### config.mk
export PLATFORM = sky130hd
export DESIGN_NAME = snoopy_bus_arbiter_flat
export DESIGN_NICKNAME = d
export VERILOG_FILES = /design/src/rtl/snoopy_bus_if.sv /design/src/rtl/snoopy_bus_arbiter.sv /design/src/flat_wrapper.sv
export SDC_FILE = /design/constraint.sdc
export NUM_CORES = 1
export LEC_CHECK = 0
export CAP_MARGIN = 30
export CORE_AREA = 4 4 43 45
export DETAILED_ROUTE_END_ITERATION = 6
export DIE_AREA = 0 0 47 49
export GPL_TIMING_DRIVEN = 0
export PLACE_DENSITY_LB_ADDON = 0.12
export RECOVER_POWER = 100
export SYNTH_ARGS = -nofsm -noshare
export SYNTH_HDL_FRONTEND = slang
export SYNTH_SLANG_ARGS = --single-unit
### constraint.sdc
create_clock -name clock -period 1.3 [get_ports clock]
set_input_delay 0.26 -clock clock [delete_from_list [all_inputs] [get_ports clock]]
set_output_delay 0.26 -clock clock [all_outputs]
set_load 0.02 [all_outputs]
### src/rtl/snoopy_bus_if.sv
// -----------------------------------------------------------------------------
// snoopy_bus_if
// Bus signals shared between the snoopy bus arbiter and the cache controllers.
//
// Parameter
//   NUMBER_OF_DEVICES : number of cache controllers on the bus (2..16)
//
// Signals
//   request  [N-1:0]        : per-device bus request, level-held by the controller
//   grant    [N-1:0]        : one-hot (or zero) bus grant
//   busOwner [clog2(N)-1:0] : index of the granted device, valid while busBusy=1
//   busBusy                 : high while any grant is asserted
//   timeout                 : one-cycle pulse when a tenure is forcibly ended
//
// Modports
//   master : arbiter side (drives grant/busOwner/busBusy/timeout)
//   slave  : controller side (drives request)
// -----------------------------------------------------------------------------
`timescale 1ns/1ps

interface snoopy_bus_if #(
  parameter int NUMBER_OF_DEVICES = 4
);
  localparam int OW = (NUMBER_OF_DEVICES > 1) ? $clog2(NUMBER_OF_DEVICES) : 1;

  logic [NUMBER_OF_DEVICES-1:0] request;
  logic [NUMBER_OF_DEVICES-1:0] grant;
  logic [OW-1:0]                busOwner;
  logic                         busBusy;
  logic                         timeout;

  modport master (
    input  request,
    output grant,
    output busOwner,
    output busBusy,
    output timeout
  );

  modport slave (
    output request,
    input  grant,
    input  busOwner,
    input  busBusy,
    input  timeout
  );
endinterface

### src/rtl/snoopy_bus_arbiter.sv
// -----------------------------------------------------------------------------
// snoopy_bus_arbiter
// Round-robin arbiter for a snoopy bus shared by several cache controllers.
// A tenure starts one edge after a request is seen in IDLE, lasts while the
// owner keeps its request high, and is followed by one TURNAROUND cycle.
//
// Parameters
//   NUMBER_OF_DEVICES : number of cache controllers (2..16)
//   MAX_TENURE        : tenure limit in cycles when the watchdog is compiled in
//
// Ports
//   clock : rising-edge clock
//   reset : synchronous, active-low reset
//   bus   : snoopy_bus_if.master (request in; grant, busOwner, busBusy,
//           timeout out)
//
// Configuration
//   SNOOPY_BUS_ARBITER_TIMEOUT_EN : when defined, a tenure watchdog forcibly
//   ends any tenure that reaches MAX_TENURE cycles and pulses timeout. When
//   undefined there is no counter and timeout is tied low.
// -----------------------------------------------------------------------------
`timescale 1ns/1ps

module snoopy_bus_arbiter #(
  parameter int NUMBER_OF_DEVICES = 4,
  parameter int MAX_TENURE        = 64
) (
  input  logic         clock,
  input  logic         reset,
  snoopy_bus_if.master bus
);

  localparam int N  = NUMBER_OF_DEVICES;
  localparam int OW = (N > 1) ? $clog2(N) : 1;

  typedef enum logic [1:0] {
    IDLE       = 2'd0,
    GRANTED    = 2'd1,
    TURNAROUND = 2'd2
  } state_t;

  state_t        state;
  logic [OW-1:0] ptr;
  logic [N-1:0]  grant_r;
  logic [OW-1:0] owner_r;
  logic          busy_r;

  logic          pick_valid;
  logic [OW-1:0] pick_idx;

  // Index following the current owner, wrapping at the last device.
  function automatic logic [OW-1:0] next_idx(input logic [OW-1:0] idx);
    if (idx == OW'(N - 1)) return '0;
    return idx + OW'(1);
  endfunction

  // One-hot vector for a device index.
  function automatic logic [N-1:0] onehot(input logic [OW-1:0] idx);
    return {{(N-1){1'b0}}, 1'b1} << idx;
  endfunction

  // Round-robin scan: first requester found starting at ptr, modulo N.
  always_comb begin
    int j;
    logic [OW-1:0] idx;
    pick_valid = 1'b0;
    pick_idx   = '0;
    j          = 0;
    idx        = '0;
    for (int i = 0; i < N; i++) begin
      j = int'(ptr) + i;
      if (j >= N) j = j - N;
      idx = OW'(j);
      if (!pick_valid && bus.request[idx]) begin
        pick_valid = 1'b1;
        pick_idx   = idx;
      end
    end
  end

`ifdef SNOOPY_BUS_ARBITER_TIMEOUT_EN
  localparam int CW = $clog2(MAX_TENURE + 1);

  logic [CW-1:0] tenure_cnt;
  logic          timeout_r;

  always_ff @(posedge clock) begin
    if (!reset) begin
      state      <= IDLE;
      ptr        <= '0;
      grant_r    <= '0;
      owner_r    <= '0;
      busy_r     <= 1'b0;
      timeout_r  <= 1'b0;
      tenure_cnt <= '0;
    end else begin
      case (state)
        IDLE: begin
          timeout_r <= 1'b0;
          if (pick_valid) begin
            grant_r    <= onehot(pick_idx);
            owner_r    <= pick_idx;
            busy_r     <= 1'b1;
            tenure_cnt <= CW'(1);
            state      <= GRANTED;
          end
        end
        GRANTED: begin
          if (!bus.request[owner_r]) begin
            grant_r <= '0;
            busy_r  <= 1'b0;
            ptr     <= next_idx(owner_r);
            state   <= TURNAROUND;
          end else if (tenure_cnt == CW'(MAX_TENURE)) begin
            // Owner still requesting at the limit: end the tenure by force.
            grant_r   <= '0;
            busy_r    <= 1'b0;
            timeout_r <= 1'b1;
            ptr       <= next_idx(owner_r);
            state     <= TURNAROUND;
          end else begin
            tenure_cnt <= tenure_cnt + CW'(1);
          end
        end
        TURNAROUND: begin
          timeout_r <= 1'b0;
          state     <= IDLE;
        end
        default: begin
          grant_r   <= '0;
          busy_r    <= 1'b0;
          timeout_r <= 1'b0;
          state     <= IDLE;
        end
      endcase
    end
  end

  assign bus.timeout = timeout_r;
`else
  always_ff @(posedge clock) begin
    if (!reset) begin
      state   <= IDLE;
      ptr     <= '0;
      grant_r <= '0;
      owner_r <= '0;
      busy_r  <= 1'b0;
    end else begin
      case (state)
        IDLE: begin
          if (pick_valid) begin
            grant_r <= onehot(pick_idx);
            owner_r <= pick_idx;
            busy_r  <= 1'b1;
            state   <= GRANTED;
          end
        end
        GRANTED: begin
          // Other requesters are ignored until the owner lets go.
          if (!bus.request[owner_r]) begin
            grant_r <= '0;
            busy_r  <= 1'b0;
            ptr     <= next_idx(owner_r);
            state   <= TURNAROUND;
          end
        end
        TURNAROUND: begin
          state <= IDLE;
        end
        default: begin
          grant_r <= '0;
          busy_r  <= 1'b0;
          state   <= IDLE;
        end
      endcase
    end
  end

  assign bus.timeout = 1'b0;
`endif

  assign bus.grant    = grant_r;
  assign bus.busOwner = owner_r;
  assign bus.busBusy  = busy_r;

endmodule

### src/flat_wrapper.sv
// flat-port wrapper written by rule: the top's interface ports become plain ports
module snoopy_bus_arbiter_flat 
#(
  parameter int NUMBER_OF_DEVICES = 4,
  parameter int MAX_TENURE        = 64
)
  (clock, reset, bus_request, bus_grant, bus_busOwner, bus_busBusy, bus_timeout);
  snoopy_bus_if #(.NUMBER_OF_DEVICES(NUMBER_OF_DEVICES)) bus_i ();
  input  logic clock;
  input  logic reset;
  input wire logic [$bits(bus_i.request)-1:0] bus_request;
  output wire logic [$bits(bus_i.grant)-1:0] bus_grant;
  output wire logic [$bits(bus_i.busOwner)-1:0] bus_busOwner;
  output wire logic [$bits(bus_i.busBusy)-1:0] bus_busBusy;
  output wire logic [$bits(bus_i.timeout)-1:0] bus_timeout;
  assign bus_i.request = bus_request;
  assign bus_grant = bus_i.grant;
  assign bus_busOwner = bus_i.busOwner;
  assign bus_busBusy = bus_i.busBusy;
  assign bus_timeout = bus_i.timeout;
  snoopy_bus_arbiter #(.NUMBER_OF_DEVICES(NUMBER_OF_DEVICES), .MAX_TENURE(MAX_TENURE)) u_core (.clock(clock), .reset(reset), .bus(bus_i));
endmodule
==> results.md, run 1 <==
- For the worst setup path, the data arrival time is 1620 ps.
- The max-slew violation count is 0.
- The die covers 2300 µm².
- After synthesis the netlist holds a flip-flop and latch count of 11.
- The area of all sequential standard cells is 224 µm².
- The maximum level of the CTS H-tree is 1.
- Measured along the x axis, the die boundary spans 47 µm.
- The worst setup path is captured at a register.
- The layout has 151 filler cells.
- The checks that failed: setup timing.
- The y dimension of the die is 49 µm.
- The number of antenna violations at the first check in global routing was 0.
- For this run, design rule violations remaining after detail routing come to 0.
- The fraction of final layout cells with drive strength greater than 1 is 0.247.
- The routed metal-1 wirelength is 607 µm.
- The setup slack of the worst register-to-register path is -160 ps.
- The clock drives 11 sinks.
- For this design the ratio of total power to cell area is 1130 nW/µm².
- The post-place setup slack is -617 ps.
- Wire segments on met2 add up to 592 µm in the final route.
- For this run, the post-layout net count is 89.
- Row generation in the floorplan step produced 14 rows.
- The share of the cycle needed by the critical path after routing is 1.12.
- In this run the worst path has a maximum fanout of 3.
- The gate count after technology mapping is 62.
- The minimum period implied by the final worst setup slack is 1460 ps.
- The timing-limited maximum frequency is 686 MHz.
- The path type of the worst min-delay path is register to register.
- The total routed wirelength is 1270 µm.
- The detailed-route vias per instance is 5.67.
- The multi-input combinational cells in the finished layout cover a total of 363 µm².
- The required time at the worst-slack endpoint is 1460 ps.
- The count of nets left with antenna violations after detail routing is 0.
- The number of enable flip-flop cells after synthesis is 0.
- The global-route wire length before repair is 2090 µm.
- The post-synthesis async set-or-reset flop share is 0.
- The startpoint type of the worst setup path is a register.
- The setup slack after layout is -158 ps.
- The number of top-level design ports is 14.
- For the worst-skew pair, the clock arrives at the later sink with an insertion delay of 260 ps.
- After detailed placement, the total cell area comes to 738 µm².
- The first detailed-routing pass took 4 iterations.
- Setup repair after global routing could not meet its margin everywhere.
- The library cell with the largest summed area after synthesis is dfxtp_1.
- The fraction of synthesized cell area taken by the top area cell type is 0.371.
- The area growth from synthesis to layout is 31.2%.
- The via total after detailed routing is 550.
- In this run the worst setup path terminates at u_core.bus.busBusy.
- The startpoint of the most critical register-to-register path is u_core.bus.busOwner[0].
- The number of different library cells used by synthesis comes to 34.
- By area the synthesized netlist is led by dfxtp_1 37%, a32o_1 6.7%, mux4_2 3.8%.
- The core utilization of the finished layout is 0.530.
- After detailed routing, no signal wire sits above met4.
- The total of warnings raised by yosys is 0.
- In this run the tool buffered the top-level ports with 12 buffer cells.
- For this run, the register share of the synthesized area comes to 0.371.
- The worst vdd rail ir drop is 0.748 mV.
- The run finished, with violations left.
- The maximum clock insertion buffer count is 2.
- After detailed routing, the average wire length per cell comes to 13.1 µm.
- The root buffer cell is clkbuf_4.
- Clock skew on the completed layout was measured at 3.01 ps.
- With fillers left out, the area of the finished cells amounts to 779 µm².
- The number of hold-slack violations in the final timing report is 0.
- Max-cap violations in this run came to 0.
- In this run the critical register-to-register path is captured at u_core.bus.busBusy.
- The synthesized cell area is 594 µm².
- Each instance of the synthesized netlist takes up on average 9.59 µm².
- The overall overflow remaining after global route is 0.
- The number of global-route vias before repair was 458.
- The initial detailed-routing violation count is 5.
- After detailed routing, the met3 layer carries 57 µm of wire.
- The beginning of the critical path is u_core.bus.busOwner[0].
- The category of the critical setup timing path is register to register.
- In this run, post-CTS hold repair placed 0 buffers.
- The dominant synthesized flop cell is dfxtp_1.
- At the end of routability-driven placement, the weighted congestion stood at 0.771.
- TritonCTS built the clock tree.
- For this configuration, the core starts out at a cell density of 0.404.
- After routing, the total negative slack on setup checks comes to -1080 ps.
- The half-perimeter wire length of the detailed placement result is 940 µm.
- The analysis attributes to cell leakage a power of 0.313 nW.
- For the worst flop-to-flop path, the logic depth is 5.
- In the global route stage, overall resource usage came out at 0.127.
- The number of antenna diodes in the final layout is 0.
- Setup violations remaining at the end of the flow were counted as 8.
- TritonCTS created 3 clock buffers.
- The pin count of the biggest net entering global routing is 11.
- The floorplan step defined a core boundary enclosing 1470 µm².
- Clock-pin slew was measured on the worst setup and hold paths at 70 ps.
- Synthesis produced a netlist with a net count of 69.
registers in the layout (all words and copies together), names as in the netlist:
signal	flops
u_core.state	2
u_core.bus.busOwner	2
u_core.bus.grant	4
u_core.ptr	2
u_core.bus.busBusy	1
cell type report:
| cell class | instances | area share |
|---|---|---|
| Clock buffer | 4 | 0.0337 |
| Multi-Input combinational cell | 47 | 0.465 |
| Sequential cell | 11 | 0.287 |
| Buffer | 3 | 0.0225 |
| Tap cell | 16 | 0.0257 |
| Inverter | 1 | 0.00482 |
| Timing Repair Buffer | 15 | 0.161 |
metrics by stage:
step / power [W] / hold slack, ps / std cells
2_1_floorplan: 0.000562 / 467 / 62
3_3_place_gp: 0.000650 / 457 / 90
3_5_place_dp: 0.000654 / 461 / 90
4_1_cts: 0.000876 / 473 / 95
5_1_grt: 0.000941 / 506 / 97
6_report: 0.000880 / 473 / 97
synthesized netlist by cell type, types with 2 or more instances:
cell / count
nand3_1: 2
o21ai_0: 3
nand2b_1: 3
a21oi_1: 4
o221ai_1: 2
o21a_1: 2
a32o_1: 4
nand2_1: 6
dfxtp_1: 11
per-layer routing:
| metal | GRT usage | up-vias |
|---|---|---|
| met5 | 0 | - |
| met4 | 0.0415 | 0 |
| met3 | 0.0554 | 2 |
| met2 | 0.179 | 8 |
| met1 | 0.169 | 263 |
| li1 | - | 277 |
worst max-delay path, cell delays in order (launching register included):
cell     delay [ps]
dfxtp_4         350
mux4_2          560
buf_4           170
nand2_1          50
a21oi_1          60
o21a_1          170
how the worst min path moves through the flow:
stage	to	from	slack [ps]	cells after the start
finish	u_core.bus.grant[2]	u_core.bus.grant[2]	470	1
CTS	u_core.bus.grant[2]	u_core.bus.grant[2]	470	1
detailed placement	u_core.bus.grant[1]	u_core.bus.grant[1]	460	1
floorplan	u_core.ptr[0]	u_core.ptr[0]	470	2
global placement	u_core.bus.grant[2]	u_core.bus.grant[2]	460	1
global route	u_core.bus.grant[2]	u_core.bus.grant[2]	510	1
cell usage in the layout (no fill, tap or decap), types with 2 or more instances in the layout:
master / netlist / layout
dfxtp_1: 11 / 10
dlygate4sd2_1: 0 / 9
nand2_1: 6 / 6
a21oi_1: 4 / 4
buf_4: 1 / 4
nand2b_1: 3 / 3
a32o_1: 4 / 3
clkbuf_4: 0 / 3
o221ai_1: 2 / 2
o21a_1: 2 / 2
nand3_1: 2 / 2
o21ai_1: 0 / 2
clkbuf_1: 0 / 2
logic make-up (layout without fill, tap and decap cells):
group / after synthesis / after routing / synth area share
simple gates: 20 / 20 / 0.211
compound gates: 23 / 23 / 0.301
fa+ha+maj: 1 / 1 / 0.0210
mux: 2 / 2 / 0.0547
buf+inv: 4 / 23 / 0.0358
other cells: 1 / 1 / 0.00631
flops: 11 / 11 / 0.371
report_power, final:
part           switching, W  internal (W)
Clock              0.000114      0.000119
Combinational      0.000130      0.000120
Sequential        0.0000280      0.000369
Total              0.000273      0.000608
timing repair:
action,in CTS,in global routing
gates resized for setup,12,4
endpoints found under the setup margin,18,11
pin swaps,2,3
setup buffers,1,2
No activity file was read; power rests on OpenSTA's default activity.
==> run 2, diff against run 1 <==
ABC_AREA = 0   (was not set)
==> results of run 2 <==
No change in the layout: final DEF, timing and power equal those of run 1.
